## src/rtl/pulse_timer_us.sv

```systemverilog
// Debounced pulse-train timer: timestamps filtered detect edges against the
// free-running microsecond count and reports pulse width, period and loss of signal.
module pulse_timer_us #(
  parameter int unsigned MAX_COUNT   = 1_999_999,
  parameter int unsigned COUNT_W     = 21,
  parameter int unsigned DEBOUNCE_US = 100,
  parameter int unsigned TIMEOUT_US  = 1_500_000
) (
  input  logic               clk,
  input  logic               rst,
  input  logic [COUNT_W-1:0] us_count_i,
  input  logic               detect_i,
  output logic [COUNT_W-1:0] width_o,
  output logic [COUNT_W-1:0] period_o,
  output logic               meas_valid_o,
  output logic               timeout_o,
  output logic               active_o
);

  localparam int unsigned DEB_W = (DEBOUNCE_US < 2) ? 1 : $clog2(DEBOUNCE_US);
  localparam logic [DEB_W-1:0]   DEB_LAST   = DEB_W'(DEBOUNCE_US - 1);
  localparam logic [COUNT_W-1:0] MODULUS    = COUNT_W'(MAX_COUNT + 1);
  localparam logic [COUNT_W-1:0] TO_LIMIT   = COUNT_W'(TIMEOUT_US);

  localparam logic [1:0] ST_IDLE       = 2'd0;
  localparam logic [1:0] ST_HIGH_FIRST = 2'd1;
  localparam logic [1:0] ST_HIGH       = 2'd2;
  localparam logic [1:0] ST_LOW        = 2'd3;

  // Modular difference; adding the modulus in COUNT_W bits stays exact because
  // the true result never exceeds MAX_COUNT.
  function automatic logic [COUNT_W-1:0] elapsed(input logic [COUNT_W-1:0] now,
                                                 input logic [COUNT_W-1:0] t0);
    if (now >= t0) return now - t0;
    return now - t0 + MODULUS;
  endfunction

  logic [1:0]         sync_q, sync_d;
  logic [COUNT_W-1:0] prev_count_q, prev_count_d;
  logic               filt_q, filt_d;
  logic [DEB_W-1:0]   deb_cnt_q, deb_cnt_d;
  logic [1:0]         state_q, state_d;
  logic [COUNT_W-1:0] rise_t_q, rise_t_d;
  logic [COUNT_W-1:0] width_r_q, width_r_d;
  logic [COUNT_W-1:0] width_q, width_d;
  logic [COUNT_W-1:0] period_q, period_d;
  logic               meas_valid_q, meas_valid_d;
  logic               timeout_q, timeout_d;

  logic               us_tick, rise_ev, fall_ev;
  logic [COUNT_W-1:0] el;

  always_comb begin
    // NOTE: every output of this block gets a default first so no path leaves a value unassigned (no latch).
    sync_d       = {sync_q[0], detect_i};
    prev_count_d = us_count_i;
    us_tick      = (us_count_i != prev_count_q);
    filt_d       = filt_q;
    deb_cnt_d    = deb_cnt_q;
    rise_ev      = 1'b0;
    fall_ev      = 1'b0;
    if (sync_q[1] == filt_q) begin
      deb_cnt_d = '0;
    end else if (us_tick) begin
      if (deb_cnt_q == DEB_LAST) begin
        filt_d    = ~filt_q;
        deb_cnt_d = '0;
        rise_ev   = ~filt_q;
        fall_ev   = filt_q;
      end else begin
        deb_cnt_d = deb_cnt_q + 1'b1;
      end
    end
  end

  always_comb begin
    el           = elapsed(us_count_i, rise_t_q);
    state_d      = state_q;
    rise_t_d     = rise_t_q;
    width_r_d    = width_r_q;
    width_d      = width_q;
    period_d     = period_q;
    meas_valid_d = 1'b0;
    timeout_d    = 1'b0;
    case (state_q)
      ST_IDLE: begin
        if (rise_ev) begin
          rise_t_d = us_count_i;
          state_d  = ST_HIGH_FIRST;
        end
      end
      ST_HIGH_FIRST, ST_HIGH: begin
        if (fall_ev) begin
          width_r_d = el;
          state_d   = ST_LOW;
        end else if (el >= TO_LIMIT && !rise_ev) begin
          state_d   = ST_IDLE;
          timeout_d = 1'b1;
        end
      end
      ST_LOW: begin
        if (rise_ev) begin
          width_d      = width_r_q;
          period_d     = el;
          meas_valid_d = 1'b1;
          rise_t_d     = us_count_i;
          state_d      = ST_HIGH;
        end else if (el >= TO_LIMIT && !fall_ev) begin
          state_d   = ST_IDLE;
          timeout_d = 1'b1;
        end
      end
      default: state_d = ST_IDLE;
    endcase
  end

  always_ff @(posedge clk) begin
    // NOTE: non-blocking assignments so every flop samples pre-edge values regardless of statement order.
    if (rst) begin
      sync_q       <= '0;
      prev_count_q <= '0;
      filt_q       <= 1'b0;
      deb_cnt_q    <= '0;
      state_q      <= ST_IDLE;
      rise_t_q     <= '0;
      width_r_q    <= '0;
      width_q      <= '0;
      period_q     <= '0;
      meas_valid_q <= 1'b0;
      timeout_q    <= 1'b0;
    end else begin
      sync_q       <= sync_d;
      prev_count_q <= prev_count_d;
      filt_q       <= filt_d;
      deb_cnt_q    <= deb_cnt_d;
      state_q      <= state_d;
      rise_t_q     <= rise_t_d;
      width_r_q    <= width_r_d;
      width_q      <= width_d;
      period_q     <= period_d;
      meas_valid_q <= meas_valid_d;
      timeout_q    <= timeout_d;
    end
  end

  assign width_o      = width_q;
  assign period_o     = period_q;
  assign meas_valid_o = meas_valid_q;
  assign timeout_o    = timeout_q;
  assign active_o     = (state_q != ST_IDLE);

endmodule
```

## config.mk

```make
export PLATFORM = sky130hd
export DESIGN_NAME = pulse_timer_us
export DESIGN_NICKNAME = d
export VERILOG_FILES = /design/src/rtl/pulse_timer_us.sv
export SDC_FILE = /design/constraint.sdc
export NUM_CORES = 1
export LEC_CHECK = 0
export CORE_MARGIN = 4
export CORE_UTILIZATION = 44
export CTS_CLUSTER_SIZE = 28
export DETAILED_ROUTE_END_ITERATION = 8
export PLACE_DENSITY = 0.66
export SETUP_SLACK_MARGIN = 0.02
export SYNTH_ARGS = -nofsm -noshare
export SYNTH_HDL_FRONTEND = slang
export SYNTH_SLANG_ARGS = --single-unit
```

## constraint.sdc

```tcl
create_clock -name clk -period 5.9 [get_ports clk]
set_input_delay 1.18 -clock clk [delete_from_list [all_inputs] [get_ports clk]]
set_output_delay 1.18 -clock clk [all_outputs]
set_load 0.05 [all_outputs]
```

======== After elaboration in Yosys (flattened, before gate mapping) ========
Cells that the tools add are included.
storage, ports and cells
  flip-flop bits (word level) ............. 119
  input bits .............................. 24
  logic and storage cells ................. 65
cells by class
  add/subtract/negate cells ............... 3
  $lt $le $gt $ge ......................... 2
  equal/unequal tests ..................... 9
  mux-type cells .......................... 22
  bitwise gates (word level) .............. 3
  reduce and logical (&&, ||, !) cells .... 15
operators with widths
  cell                                                       count
  two-way mux 21 bit                                         2
  adder 21 bit, second input constant                        1
  greater-or-equal comparator 21 bit                         1
  greater-or-equal comparator 21 bit, second input constant  1
  inequality test 21 bit                                     1
  subtractor 21 bit                                          1
  two-way mux 1 bit                                          12
  two-way mux 2 bit                                          5
  OR reduction 2 bit                                         4
  adder 7 x 1 -> 7 bit, second input constant                1
  == test 7 bit, second input constant                       1
  two-way mux 7 bit                                          1
  inequality test 3 bit, second input constant               2
  case mux 2 bit (3 select lines)                            1
  AND reduction 2 bit                                        3
  AND reduction 3 bit                                        2
  == test 2 bit, second input constant                       2
  NOT 1 bit                                                  3
  == test 2 x 1 -> 1 bit, second input constant              1
  logical AND 1 bit                                          2
  logical NOT 1 bit                                          2
  logical NOT 2 bit                                          1
  inequality test 2 bit, second input constant               1
  case mux 1 bit (2 select lines)                            1
  other kinds (2)                                            2

======== Longest topological paths before layout ========
  depth in word-level cells ............... 9
  depth in mapped cells ................... 18
  depth with buffers taken out ............ 17

======== Least setup slack after synthesis ========
Ideal clock, no wire load.
  path type ............................... input port to flip-flop
  from .................................... in us_count_i[0]
  to ...................................... reg state_q[0]
  arrival time ............................ 4.569 ns
  required time ........................... 5.778 ns
  setup slack ............................. 1.209 ns
  cell stages on the path ................. 17
  buffers on the path ..................... 0
  cell sequence ........................... inv_1 > ha_1 > inv_1 > fa_1 > a211oi_2 > nor3_1 > nor4b_4 > ha_1 > xor2_1 > nor3_1 > a211oi_2 > a211oi_1 > or3_1 > a221o_1 > a211oi_2 > o21ai_2 > mux2i_1
on the way
  word-level cells in the longest chain between the ends .. 7
  elaborated cells between the ends (all ways) .. 23
RTL lines
  what                                                              RTL line  source
  start: declaration                                                11        input logic [COUNT_W-1:0] us_count_i,
  subtractor 21 bit, or another cell as far along                   34, 35
  adder 21 bit, or another cell as far along                        35        return now - t0 + MODULUS;
  two-way mux 21 bit or two-way mux 1 bit (tied branches)           35, 62
  greater-or-equal comparator 21 bit, or another cell as far along  96, 108
  logical AND 1 bit, on equally long branches                       96, 108
  inequality test 3 bit (no line)                                   --
  AND reduction 3 bit (no line)                                     --
  end signal: assignment                                            136       state_q <= state_d;
  end: declaration                                                  42        logic [1:0] state_q, state_d;
Several ways; a longest one is shown, not always the timed one. The select of a mux whose other input is x is not followed.
A chain may end at the register's enable or synchronous reset.

======== Worst setup path after layout ========
  from .................................... in us_count_i[0]
  to ...................................... reg timeout_q, in the netlist timeout_o
on the way
  word-level cells in the longest chain between the ends .. 8
  elaborated cells between the ends (all ways) .. 21
RTL lines
  what                                                              RTL line  source
  subtractor 21 bit, or another cell as far along                   34, 35
  adder 21 bit, or another cell as far along                        35
  two-way mux 21 bit or two-way mux 1 bit (tied branches)           35, 62
  greater-or-equal comparator 21 bit, or another cell as far along  96, 108
  logical AND 1 bit, on equally long branches                       108, 96
  two-way mux 1 bit, on equally long branches                       108, 96
  two-way mux 1 bit, on equally long branches                       102, 93
  case mux 1 bit (2 select lines) *                                 85        case (state_q)
  end signal: assignment                                            142       timeout_q <= timeout_d;
  end: declaration                                                  48        logic timeout_q, timeout_d;
Every way passes the cells marked *; elsewhere a longest branch is shown, timed or not. The select of a mux whose other input is x is not followed.

==> metrics.yaml <==
power_and_ir_drop:
  seqPwrFrac: 0.401
  total_power_mw: 2.04
  ir_worst_vdd_v: 0.000177
  cellInternalPower_mw: 1.49
  clkPwrFrac: 0.477
  p_leak_nw: 2.71
  switchingPower_uw: 543
  p_comb_frac: 0.123
  sw_frac_of_total: 0.267
  p_per_area_nw_per_um2: 267
clock_network:
  cts_tree: "yes"
  clk_path_buf_depth: 2
  path_clk_slew_ns: 0.06
  cts_buffers: 17
  cts_hold_buf: 0
  h-tree-depth: 4
  clockRootBuffer: "clkbuf_16"
  clk_latency_ns: 0.42
  cts_resized: 0
  clock_sinks: 119
  postCtsSetupBuffers: 0
sta:
  setup_viol: 0
  rsz0062_at_grt: "false"
  finalMaxSlewViolations: 0
  clock.fmax_ghz: 0.189
  finalCritPeriodShare: 0.895
  min_period_ns: 5.28
  finClkSkew_ns: 0.00922
  worst_pin_slew_ns: 1.15
  hold_viol_final: 0
  fin_setup_tns_ns: 0
  holdWs_ns: 0.443
  maxSlewHeadroom: 0.237
synthesis:
  synth_compound_area_frac: 0.194
  synth_top_family_by_area: "simple AND/OR/NAND/NOR gates"
  yosys.area_share.simple: 0.203
  ys.flop_type: "dfxtp_1"
  syn_inst: 737
  ys_seq_elements: 119
  synth.avg_cell_area_sq_um: 8.60
  synth_mux_area_frac: 0.0430
  synth_xor_area_frac: 0.0760
  yosys-top-cells-count: "dfxtp_1 (119), nor2_1 (82), nand2_1 (81)"
  synth_edf_count: 0
  yosys.area.top_type_share: 0.376
  ys_types: 78
  synth_top_cell_by_area: "dfxtp_1"
  synthAdderAreaFrac: 0.0545
  syn_nets: 788
  yosysSeqAreaShare: 0.376
  synth_area_sq_um: 6340
  synth.most_common_cell: "dfxtp_1"
  yosysWarnings: 0
  synthTopCellsByArea: "dfxtp_1 (38%), ha_1 (5.1%), nor2_1 (4.9%), nand2_1 (4.8%), xor2_1 (4.3%)"
  async_reset_ff_frac: 0
floorplanning:
  row_count: 43
  die_w_um: 128
  pin_count: 69
  die_area_sq_um: 16400
  coreArea_sq_um: 14000
  dieHeight_um: 128
  start_util: 0.453
placed_design:
  gp_congestion: 0.900
  dpl_cell_area_sq_um: 7080
  port_buffers: 68
  dpl.hpwl_um: 11200
final_layout:
  num-fill-cells: 1280
  final_nets: 841
  drive_gt1_frac: 0.0859
  final_util: 0.546
  antennaDiodeCount: 0
  final_area_sq_um: 7640
  syn_to_final_growth_pct: 20.5
setup_path:
  crit_fanout: 6
  reg2reg_slack_ns: 1.61
  arrival_ns: 5.61
  slowest_delay_ns: 0.46
  worstRegToRegCells: 16
  critPathKind: "in2reg"
  cp_num_buf_inv: 3
  slowest_stage: "clkdlybuf4s50_1"
  cp-start-kind: "primary input"
  crit_chain: "clkdlybuf4s50_1, inv_1, ha_1, inv_1, fa_1, a211oi_2, nor3_1, nor4b_4, ha_1, xor2_1, nor3_1, a211oi_2, a211oi_1, or3_1, a221o_1, a211oi_2, nor2b_1, nor3_1"
  critPathTopFamily: "compound AO/OA/AOI/OAI gates"
  r2r_end: "timeout_o"
  crit_cells: 18
  startpoint: "us_count_i[0]"
  critPathRequiredTime_ns: 6.23
  end_kind: "flop"
  setup.worst_path.end: "timeout_o"
  timing.rr.start: "rise_t_q[0]"
route:
  drc: 0
  drtAntennaViolNets: 0
  drt_wl_total_um: 15000
  detail_route.wl_per_cell_um: 15.3
  drt_first_iter_violations: 376
  first_pass_iters: 4
  num_vias: 5236
  viasPerCell: 5.33
global_routing:
  grt_pass1_vias: 5134
  grt_overflow: 0
  grt_max_degree: 73
  grt_usage: 0.191
  grt_pass1_wl_um: 25000
  antenna_found_initial: 0
hold_path:
  min_path_type: "reg2reg"
  hold_start: "width_r_q[19]"
  hold_path_depth: 2
flow_run:
  drv_cap: 0
outcome:
  status: "finished clean"
[power by group through the flow]
stage	Combinational, mW	Sequential (mW)	Clock (mW)
6_report	0.250	0.816	0.971
5_1_grt	0.274	0.817	1.03
4_1_cts	0.250	0.816	0.992
3_5_place_dp	0.248	0.834	0
3_3_place_gp	0.245	0.833	0
2_1_floorplan	0.181	0.833	0
[worst min path at each step]
stage	to	slack, ns
after floorplan	sync_q[1]	0.41
after CTS	width_o[7]	0.45
after global placement	width_o[10]	0.44
after detailed placement	sync_q[1]	0.45
final	width_o[19]	0.44
after global routing	width_o[20]	0.46
[layout by cell type, fill, tap and decap left out, drive strengths merged, types with 3 or more instances in the layout]
cell type,netlist,layout
dfxtp,119,119
nor2,83,83
nand2,81,81
clkdlybuf4s50,1,67
a21oi,53,53
inv,34,36
a211oi,34,34
xor2,31,31
ha,26,26
nor2b,25,25
mux2i,25,25
xnor2,24,24
clkbuf,24,19
o21ai,17,17
a21o,16,16
nand3,10,10
nand2b,9,9
nor3,9,9
nand4,9,9
and2,8,8
and3,8,8
nor4,7,7
buf,15,7
clkinv,0,6
o211ai,5,5
a31o,5,5
o21bai,4,4
or3,4,4
clkinvlp,0,4
nor4b,4,4
o22ai,3,3
a221o,3,3
or2,3,3
a211o,3,3
a311oi,3,3
a31oi,3,3
[final cells by class]
type                            instances  area (sq um)  share of cell area
Multi-Input combinational cell        544          3620               0.474
Sequential cell                       119          2380               0.312
Timing Repair Buffer                   74           723              0.0947
Clock buffer                           19           433              0.0567
Tap cell                              180           225              0.0295
Inverter                               34           128              0.0167
Clock inverter                         13           126              0.0165
[registers in the layout (all words and copies together) (netlist names)]
signal,cells
filt_q,1
period_o,21
rise_t_q,21
prev_count_q,21
width_o,21
state_q,2
deb_cnt_q,7
timeout_o,1
meas_valid_o,1
width_r_q,21
sync_q,2
[routing by layer]
layer,wire length (um),track usage,vias up,part of all wire
li1,-,-,2680,-
met2,6950,0.302,91,0.46
met1,7040,0.245,2434,0.47
met4,505,0.0936,0,0.034
met5,0,0,-,0
met3,547,0.0425,31,0.036
[worst reg2reg max path, stage by stage, from the launching register on]
cell      delay [ns]
dfxtp_1         0.33
ha_1            0.23
inv_1           0.07
fa_1            0.42
a211oi_2        0.38
nor3_1          0.14
nor4b_4         0.39
ha_1            0.33
xor2_1          0.19
nor3_1          0.08
a211oi_2        0.24
a211oi_1        0.10
or3_1           0.37
a221o_1         0.34
a211oi_2        0.28
nor2b_1         0.07
nor3_1          0.22
[through the flow]
step,setup slack (ns),instances
after global routing,0.425,983
after detailed placement,0.223,951
after CTS,0.656,983
after floorplan,1.21,737
final,0.621,983
after global placement,0.336,951
[kinds of logic after synthesis]
kind of cell	Yosys count
adder cells (fa/ha/maj)	27
buffers and inverters	74
XOR/XNOR	55
flip-flops	119
AND/OR/NAND/NOR	266
AO/OA/AOI/OAI	169
multiplexers	27
No activity file was read; power rests on OpenSTA's default activity.
